==> src/rtl/conv_ctrl_pkg.sv <==
// Shared types and elaboration helpers for the convolution window controller.
package conv_ctrl_pkg;

  typedef enum logic [1:0] {
    IDLE  = 2'd0,
    LOAD  = 2'd1,
    FLUSH = 2'd2,
    DONE  = 2'd3
  } state_e;

  // Number of bits needed to represent value (at least 1).
  function automatic int unsigned width_of(input int unsigned value);
    int unsigned n = 1;
    while ((value >> n) != 0) n++;
    return n;
  endfunction

  // True when the parameter set describes a buildable controller.
  function automatic bit params_ok(input int unsigned img_w, input int unsigned img_h,
                                   input int unsigned kernel, input int unsigned stride,
                                   input int unsigned latency, input int unsigned cnt_w);
    int unsigned max_dim;
    max_dim = (img_w > img_h) ? img_w : img_h;
    return (kernel >= 1) && (kernel <= img_w) && (kernel <= img_h) &&
           (stride >= 1) && (latency >= 1) && (width_of(max_dim) <= cnt_w);
  endfunction

endpackage

==> src/rtl/valid_delay_line.sv <==
// Fixed-length shift register that re-times a strobe to the datapath latency.
module valid_delay_line #(
  parameter int unsigned DATA_WIDTH   = 1,
  parameter int unsigned delay_cycles = 1
) (
  input  logic                  clk,
  input  logic                  reset,
  input  logic [DATA_WIDTH-1:0] din,
  output logic [DATA_WIDTH-1:0] dout
);

  logic [DATA_WIDTH-1:0] pipe [delay_cycles];

  // Shift one stage per cycle; reset empties the whole pipe.
  always_ff @(posedge clk) begin
    if (!reset) begin
      for (int i = 0; i < int'(delay_cycles); i++) pipe[i] <= '0;
    end else begin
      pipe[0] <= din;
      for (int i = 1; i < int'(delay_cycles); i++) pipe[i] <= pipe[i-1];
    end
  end

  assign dout = pipe[delay_cycles-1];

endmodule

==> src/rtl/conv_window_ctrl.sv <==
// Frame sequencer for a KERNEL x KERNEL convolution stage: counts raster beats,
// flags stride-aligned windows, re-times them and drains the pipeline.
module conv_window_ctrl
  import conv_ctrl_pkg::*;
#(
  parameter int unsigned IMG_WIDTH    = 28,
  parameter int unsigned IMG_HEIGHT   = 28,
  parameter int unsigned KERNEL       = 5,
  parameter int unsigned STRIDE       = 1,
  parameter int unsigned PIPE_LATENCY = 7,
  parameter int unsigned CNT_W        = 8
) (
  input  logic             clk,
  input  logic             reset,
  input  logic             start,
  input  logic             pixel_valid_in,
  output logic             in_ready,
  output logic             shift_en,
  output logic             window_valid,
  output logic             out_valid,
  output logic [CNT_W-1:0] col_cnt,
  output logic [CNT_W-1:0] row_cnt,
  output logic             busy,
  output logic             frame_done
);

  localparam int unsigned FL_W = width_of(PIPE_LATENCY);
  localparam logic [1:0] S_IDLE  = 2'(IDLE);
  localparam logic [1:0] S_LOAD  = 2'(LOAD);
  localparam logic [1:0] S_FLUSH = 2'(FLUSH);
  localparam logic [1:0] S_DONE  = 2'(DONE);

  if (!params_ok(IMG_WIDTH, IMG_HEIGHT, KERNEL, STRIDE, PIPE_LATENCY, CNT_W)) begin : g_param_check
    $error("conv_window_ctrl: invalid parameter set");
  end

  logic [1:0]       state, state_next;
  logic [CNT_W-1:0] col_next, row_next;
  logic [CNT_W-1:0] col_phase, row_phase, col_phase_next, row_phase_next;
  logic [FL_W-1:0]  flush_cnt, flush_next;
  logic             beat;

  assign beat         = pixel_valid_in & in_ready;
  assign shift_en     = beat;
  assign window_valid = beat && (row_cnt >= CNT_W'(KERNEL-1)) && (col_cnt >= CNT_W'(KERNEL-1)) &&
                        (row_phase == '0) && (col_phase == '0);

  // Next-state, counter and phase logic; phases track (cnt - (KERNEL-1)) mod STRIDE.
  always_comb begin
    state_next     = state;
    col_next       = col_cnt;
    row_next       = row_cnt;
    col_phase_next = col_phase;
    row_phase_next = row_phase;
    flush_next     = flush_cnt;
    case (state)
      S_IDLE: begin
        if (start) begin
          state_next     = S_LOAD;
          col_next       = '0;
          row_next       = '0;
          col_phase_next = '0;
          row_phase_next = '0;
        end
      end
      S_LOAD: begin
        if (beat) begin
          if (col_cnt == CNT_W'(IMG_WIDTH-1)) begin
            col_next       = '0;
            col_phase_next = '0;
            row_next       = row_cnt + CNT_W'(1);
            if (row_cnt < CNT_W'(KERNEL-1) || row_phase == CNT_W'(STRIDE-1)) row_phase_next = '0;
            else row_phase_next = row_phase + CNT_W'(1);
            if (row_cnt == CNT_W'(IMG_HEIGHT-1)) begin
              state_next = S_FLUSH;
              flush_next = FL_W'(PIPE_LATENCY-1);
            end
          end else begin
            col_next = col_cnt + CNT_W'(1);
            if (col_cnt < CNT_W'(KERNEL-1) || col_phase == CNT_W'(STRIDE-1)) col_phase_next = '0;
            else col_phase_next = col_phase + CNT_W'(1);
          end
        end
      end
      S_FLUSH: begin
        if (flush_cnt == '0) state_next = S_DONE;
        else flush_next = flush_cnt - FL_W'(1);
      end
      S_DONE:  state_next = S_IDLE;
      default: state_next = S_IDLE;
    endcase
  end

  // State, counters and registered status outputs.
  always_ff @(posedge clk) begin
    if (!reset) begin
      state      <= S_IDLE;
      col_cnt    <= '0;
      row_cnt    <= '0;
      col_phase  <= '0;
      row_phase  <= '0;
      flush_cnt  <= '0;
      in_ready   <= 1'b0;
      busy       <= 1'b0;
      frame_done <= 1'b0;
    end else begin
      state      <= state_next;
      col_cnt    <= col_next;
      row_cnt    <= row_next;
      col_phase  <= col_phase_next;
      row_phase  <= row_phase_next;
      flush_cnt  <= flush_next;
      in_ready   <= (state_next == S_LOAD);
      busy       <= (state_next != S_IDLE);
      frame_done <= (state_next == S_DONE);
    end
  end

  valid_delay_line #(
    .DATA_WIDTH  (1),
    .delay_cycles(PIPE_LATENCY)
  ) u_valid_delay (
    .clk  (clk),
    .reset(reset),
    .din  (window_valid),
    .dout (out_valid)
  );

endmodule

==> config.mk <==
export PLATFORM = sky130hd
export DESIGN_NAME = conv_window_ctrl
export DESIGN_NICKNAME = d
export VERILOG_FILES = /design/src/rtl/conv_ctrl_pkg.sv /design/src/rtl/valid_delay_line.sv /design/src/rtl/conv_window_ctrl.sv
export SDC_FILE = /design/constraint.sdc
export NUM_CORES = 1
export LEC_CHECK = 0
export CAP_MARGIN = 25
export CELL_PAD_IN_SITES_DETAIL_PLACEMENT = 1
export CELL_PAD_IN_SITES_GLOBAL_PLACEMENT = 1
export CORE_ASPECT_RATIO = 1.5
export CORE_UTILIZATION = 28
export DETAILED_ROUTE_END_ITERATION = 7
export GPL_ROUTABILITY_DRIVEN = 0
export PLACE_DENSITY = 0.61
export SYNTH_ARGS = -nofsm -noshare
export SYNTH_HDL_FRONTEND = slang
export SYNTH_HIERARCHICAL = 1
export SYNTH_SLANG_ARGS = --single-unit
==> constraint.sdc <==
create_clock -name clk -period 2.5 [get_ports clk]
set_input_delay 0.5 -clock clk [delete_from_list [all_inputs] [get_ports clk]]
set_output_delay 0.5 -clock clk [all_outputs]
set_load 0.005 [all_outputs]
==> impl_metrics.py, run 1 <==
metrics = {
    "timing": {
        "fmax_ghz": 0.420,
        "post-route-worst-setup-slack_ps": 117,
        "slew-limit-headroom_pct": 61.9,
        "fin_crit_ps": 2380,
        "finalSetupTns_ps": 0,
        "timing.final.crit_share_pct": 95.3,
        "fin_hold_ws_ps": 432,
        "worst-slew-pin-transition_ps": 571,
        "fin_skew_ps": 6.49,
        "finalHoldViolations": 0,
        "finalSetupViolCount": 0,
        "drv_slew": 0,
        "grt_setup_unrepaired": "no",
    },
    "setup_path": {
        "crit_required_ps": 2000,
        "cp_max_fo": 2,
        "path_buf_inv": 1,
        "crit_family": "simple AND/OR/NAND/NOR gates",
        "critPathArrivalTime_ps": 1880,
        "critPathKind": "reg2out",
        "critical-path-max-stage-delay_ps": 530,
        "setup.worst_path.end_class": "primary output",
        "timing.critical_path.from_type": "flip-flop",
        "reg2reg_from": "col_cnt[0]",
        "cpMaxStageDelayCell": "or4_4",
        "worstSetupStartpoint": "row_cnt[5]",
        "path_cells": "or4_4 -> or3_4 -> and4_4 -> clkdlybuf4s15_1",
    },
    "placed_design": {
        "place_ws_ps": 71.0,
        "place_hpwl_um": 4160,
        "postPlaceCellArea_um2": 2740,
        "io_buffer_count": 25,
    },
    "global_routing": {
        "pin_count_of_the_biggest_net_entering_global_routing": 16,
        "gr-total-overflow": 0,
        "grt_pass1_vias": 2050,
        "grt_pass1_wl_um": 9830,
        "grt_util_all_layers_pct": 14.3,
        "grt_antenna_before_repair": 0,
    },
    "detailed_routing": {
        "drt.antenna.violating_nets": 0,
        "starting_drc_count_in_detailed_routing": 60,
        "detail_route.first_pass.iterations": 4,
        "viasPerCell": 4.84,
        "vias": 1970,
        "drc_errors": 0,
        "postRouteWirelength_um": 5550,
        "wl_per_cell_um": 13.6,
    },
    "pwr": {
        "combinationalPowerShare_pct": 6.8,
        "power.switching_fraction_pct": 23.3,
        "cellPowerDensity_nw_per_um2": 535,
        "share_clk_of_total_power_pct": 44.3,
        "post-layout-total-power_mw": 1.56,
        "seq_power_share_pct": 48.8,
        "ir_worst_vdd_uv": 356,
        "p_int_mw": 1.20,
        "power_switching_uw": 364,
        "power.leakage_nw": 1.08,
    },
    "clock_tree": {
        "holdBufCountCts": 0,
        "cts.htree.levels": 2,
        "clockBufferDepth": 2,
        "cts.reportedPaths.clkPinSlew_ps": 70,
        "clock_tree.root_cell": "clkbuf_16",
        "cts.sink_count": 47,
        "cts_tree": "done",
        "clk_latency_ps": 290,
        "cts_inserted_buffers": 5,
    },
    "synth": {
        "synth_seq_area_share_pct": 40.2,
        "post_synth_inst_count": 264,
        "yosysUniqueCellTypes": 49,
        "synth-main-ff-cell": "dfxtp_1",
        "synthDominantCellAreaShare_pct": 40.2,
        "yosys_warnings": 6,
        "largest_area_contributor_in_the_synthesized_netlist": "dfxtp_1",
        "synth-edff-count": 0,
        "synth.net_count": 278,
        "ys_ff_latch": 47,
        "yosys-top-cells-area": "dfxtp_1 (40%), ha_1 (5.3%), nor2_1 (4.3%)",
        "syn_area_um2": 2340,
        "post_synth_most_frequent_cells": "dfxtp_1 (47), nor2_1 (27), nand2_1 (24)",
        "async_flop_share_pct": 0,
        "synth.avg_cell_area_um2": 8.87,
        "synth.most_common_cell": "dfxtp_1",
    },
    "cells_and_area": {
        "final_layout_size_suffix_gt1_share_pct": 13.6,
        "antennaDiodeCount": 0,
        "finish.instance_area_um2": 2920,
        "layout.nets": 315,
        "area.growth.synth_to_final_pct": 24.8,
    },
    "worst_hold_path": {
        "min-delay-path-class": "reg2reg",
        "timing.hold.worst.start": "u_valid_delay/pipe[1][1]",
    },
    "floorplan": {
        "floorplan.rows": 40,
        "floorplan.core_area_um2": 8060,
        "io_pins": 26,
        "start_util_pct": 29.1,
        "fp.dieH_um": 114,
        "die-area_um2": 8740,
        "die_w_um": 76.7,
    },
    "status": {
        "outcome": "completed",
    },
    "run": {
        "timing.max_cap.violations": 0,
    },
}
worst register-to-register path: cells and delay by family, from the launching register on:
kind                     cells  cell delay, ps
AO/OA/AOI/OAI                2             710
adder cells (fa/ha/maj)      1             240
flip-flops                   1             350
AND/OR/NAND/NOR              3             660
state kept, by name (all words and copies together), names as in the netlist:
| register | flops |
|---|---|
| col_cnt | 8 |
| frame_done | 1 |
| col_phase | 8 |
| state | 2 |
| row_phase | 8 |
| row_cnt | 8 |
| in_ready | 1 |
| u_valid_delay/pipe | 7 |
| flush_cnt | 3 |
| busy | 1 |
path summary, 6_finish.rpt:
check	slack [ps]	endpoint	cells past startpoint
setup / recovery	120	window_valid	4
hold / removal	430	u_valid_delay/pipe[2][0]	1
setup reg to reg	430	row_phase[4]	6
hold reg to reg	430	u_valid_delay/pipe[2][0]	1
placed cells by master, fill, tap and decap left out, types with 2 or more instances in the layout:
master	synthesis	final
a211oi_1	3	3
a21oi_1	12	12
a22o_1	5	5
a31oi_1	2	2
and2_1	9	9
and3_1	9	9
buf_4	2	13
clkbuf_16	0	5
clkdlybuf4s50_1	0	24
dfxtp_1	47	45
dfxtp_2	0	2
ha_1	10	10
inv_1	16	16
nand2_1	24	24
nand2b_1	5	5
nand3_1	14	14
nand4_1	5	5
nor2_1	27	27
nor2b_1	8	8
nor3_1	7	7
nor3_2	2	2
nor4_2	3	3
o21ai_1	6	6
o22ai_1	2	2
o311ai_1	2	2
or3_1	2	2
xnor2_1	10	10
xor2_1	3	3
routing by layer:
metal | global-route usage [%] | share of wire, % | routed length, um
met3 | 3.36 | 3.3 | 181
met5 | 0 | 0 | 0
met2 | 25.7 | 53 | 2940
met1 | 15.7 | 43 | 2360
met4 | 6.67 | 1.2 | 65
cells by family (layout without fill, tap and decap cells):
logic type,count (synthesis),after routing,share of synthesized area [%]
muxes,1,1,0.428
DFF,47,47,40.2
and+or+nand+nor,130,130,32.8
AOI/OAI and AO/OA,39,39,10.9
adders and majority gates,10,10,5.34
xor gates and xnor gates,13,13,4.86
buffers and inverters,24,62,5.50
layout make-up:
class | count | area (um2)
Fill cell | 933 | 5140
Sequential cell | 47 | 943
Multi-Input combinational cell | 193 | 1280
Clock inverter | 2 | 16.3
Timing Repair Buffer | 38 | 348
Inverter | 16 | 60.1
Clock buffer | 6 | 139
Tap cell | 105 | 131
stage by stage:
stage / util, % / instances
final: 36.3 / 407
after global routing: 36.3 / 407
after CTS: 36.1 / 407
after detailed placement: 34.0 / 397
after global placement: 34.0 / 397
after floorplan: - / 264
what timing repair did:
| action | in CTS | in global routing |
|---|---|---|
| buffers inserted | 2 | 0 |
| resized for setup | 4 | 3 |
| endpoints found under the setup margin | 1 | 1 |
| pin swaps | 1 | 2 |
power by group through the flow:
| stage | clock [mW] | combinational (mW) | sequential [mW] |
|---|---|---|---|
| after floorplan | 0 | 0.0740 | 0.777 |
| after global placement | 0 | 0.107 | 0.781 |
| after detailed placement | 0 | 0.109 | 0.780 |
| after CTS | 0.716 | 0.109 | 0.763 |
| after global routing | 0.749 | 0.121 | 0.764 |
| final | 0.693 | 0.107 | 0.763 |
Note: power is estimated with default switching activity, not from simulation.
==> run 2, diff against run 1 <==
--- a/config.mk
+++ b/config.mk
@@ -13,6 +13,7 @@
 export DETAILED_ROUTE_END_ITERATION = 7
 export GPL_ROUTABILITY_DRIVEN = 0
 export PLACE_DENSITY = 0.61
+export REMOVE_ABC_BUFFERS = 1
 export SYNTH_ARGS = -nofsm -noshare
 export SYNTH_HDL_FRONTEND = slang
 export SYNTH_HIERARCHICAL = 1
==> run 2 against run 1 <==
  * Wire length up 2.2%
  * Global-route usage down 0.39 points
  * Highest routed layer unchanged
  * Clock skew down 1.1 ps
  * Worst hold slack about the same
  * Critical endpoint unchanged
  * Total power down 0.59%
  * Largest cell class unchanged
  * Clock power down 2%
  * Register-to-register slack worse by 100 ps
  * Via count up 1.7%
==> impl_metrics.py, run 2 (synthesis gave the netlist of run 1 again) <==
metrics = {
    "timing": {
        "fin_crit_ps": 2420,
        "finalSetupTns_ps": 0,
        "worst-slew-pin-transition_ps": 630,
        "slew-limit-headroom_pct": 57.9,
        "finalHoldViolations": 0,
        "fmax_ghz": 0.414,
        "fin_hold_ws_ps": 432,
        "post-route-worst-setup-slack_ps": 82.0,
        "fin_skew_ps": 5.39,
        "grt_setup_unrepaired": "no",
        "timing.final.crit_share_pct": 96.7,
        "finalSetupViolCount": 0,
        "drv_slew": 0,
    },
    "setup_path": {
        "timing.critical_path.from_type": "flip-flop",
        "cp_max_fo": 2,
        "critPathKind": "reg2out",
        "setup.worst_path.end_class": "primary output",
        "path_buf_inv": 1,
        "cpMaxStageDelayCell": "or4_4",
        "crit_required_ps": 2000,
        "critical-path-max-stage-delay_ps": 520,
        "crit_family": "simple AND/OR/NAND/NOR gates",
        "path_cells": "or4_4 -> or3_4 -> and4_4 -> dlygate4sd2_1",
        "critPathArrivalTime_ps": 1920,
    },
    "clock_tree": {
        "clock_tree.root_cell": "clkbuf_16",
        "clockBufferDepth": 2,
        "clk_latency_ps": 280,
        "cts.sink_count": 47,
        "cts.reportedPaths.clkPinSlew_ps": 70,
        "cts.htree.levels": 2,
        "cts_tree": "done",
        "cts_inserted_buffers": 5,
    },
    "global_routing": {
        "grt_pass1_wl_um": 9650,
        "grt_util_all_layers_pct": 13.9,
        "grt_antenna_before_repair": 0,
        "grt_pass1_vias": 2056,
        "gr-total-overflow": 0,
        "pin_count_of_the_biggest_net_entering_global_routing": 15,
    },
    "cells_and_area": {
        "fill_cells": 960,
        "antennaDiodeCount": 0,
        "most-common-layout-cells": "dfxtp_1 (45), nor2_1 (27), nand2_1 (24), clkdlybuf4s50_1 (24), inv_1 (16)",
        "layout.nets": 317,
        "area.growth.synth_to_final_pct": 25.2,
        "finish.instance_area_um2": 2930,
        "final_layout_size_suffix_gt1_share_pct": 13.8,
        "final_common_cell": "dfxtp_1",
    },
    "pwr": {
        "share_clk_of_total_power_pct": 43.8,
        "post-layout-total-power_mw": 1.55,
        "ir_worst_vdd_uv": 343,
        "combinationalPowerShare_pct": 7.1,
        "seq_power_share_pct": 49.2,
        "power.leakage_nw": 1.09,
        "cellPowerDensity_nw_per_um2": 530,
        "power_switching_uw": 353,
        "p_int_mw": 1.20,
        "power.switching_fraction_pct": 22.7,
    },
    "detailed_routing": {
        "postRouteWirelength_um": 5670,
        "viasPerCell": 4.90,
        "vias": 2004,
        "detail_route.first_pass.iterations": 4,
        "drc_errors": 0,
        "wl_per_cell_um": 13.9,
        "drt.antenna.violating_nets": 0,
        "starting_drc_count_in_detailed_routing": 50,
    },
    "placed_design": {
        "io_buffer_count": 25,
        "place_ws_ps": 90.0,
        "postPlaceCellArea_um2": 2750,
        "place_hpwl_um": 4340,
    },
    "floorplan": {
        "start_util_pct": 29.1,
        "die_w_um": 76.7,
        "floorplan.core_area_um2": 8060,
        "fp.dieH_um": 114,
        "io_pins": 26,
        "floorplan.rows": 40,
        "die-area_um2": 8740,
    },
    "run": {
        "timing.max_cap.violations": 0,
    },
    "worst_hold_path": {
        "min-delay-path-class": "reg2reg",
    },
    "status": {
        "outcome": "completed",
    },
}
==> run 2: changes by cell type in the layout (fill, tap and decap cells not counted) <==
cell | previous run | this run
clkinvlp_4 | 1 | 0
buf_4 | 13 | 15
clkdlybuf4s15_1 | 1 | 0
dlygate4sd2_1 | 0 | 1
clkbuf_1 | 0 | 1
==> run 2: per-stage QoR <==
stage / instances / utilization (%)
2_1_floorplan: 256 / -
3_3_place_gp: 399 / 34.1
3_5_place_dp: 399 / 34.1
4_1_cts: 409 / 36.3
5_1_grt: 409 / 36.4
6_report: 409 / 36.4
==> run 2: what timing repair did <==
action	4_1_cts	5_1_grt
hold buffers	0	0
pin swaps	1	1
cloned	0	0
resized for setup	5	1
setup buffers	2	0
endpoints found under the setup margin	1	1
==> run 2: area by class of cell <==
cell class	count	area [um2]	share of cell area [%]
multi-input cells	193	1280	43.8
flip-flops and latches	47	943	32.2
repair buffers	40	362	12.3
clock buffers	7	143	4.87
well taps	105	131	4.48
inverters	16	60.1	2.05
clock inverters	1	8.76	0.299
==> run 2: worst register-to-register path, cell delays in order, from the launching register on <==
cell and delay [ps]:
dfxtp_1 370, ha_1 250, and3_1 250, a21oi_2 510, nand2b_4 300, nor2_1 60, buf_4 150, a22o_1 190
==> run 2: path summary, 6_finish.rpt <==
check	from	end	slack, ps	cells after the start
worst max-delay path	row_cnt[7]	window_valid	80	4
worst min-delay path	u_valid_delay/pipe[0][0]	u_valid_delay/pipe[0][1]	430	1
worst max register to register	col_cnt[0]	row_phase[5]	330	7
worst min register to register	u_valid_delay/pipe[0][0]	u_valid_delay/pipe[0][1]	430	1
==> run 2: power by group through the flow <==
| stage | sequential [mW] | combinational [mW] | clock (mW) |
|---|---|---|---|
| after floorplan | 0.779 | 0.0577 | 0 |
| after detailed placement | 0.781 | 0.111 | 0 |
| after global routing | 0.764 | 0.120 | 0.734 |
| after global placement | 0.781 | 0.109 | 0 |
| after CTS | 0.764 | 0.112 | 0.707 |
| final | 0.764 | 0.110 | 0.680 |
==> run 2: metal layers <==
metal  track usage [%]  share of wire [%]  vias to the layer above
met5                 0                  0                        -
met4              6.54                2.6                        0
met3              2.00                2.6                       10
met2              24.4                 49                       28
met1              16.5                 46                      972
li1                  -                  -                      994
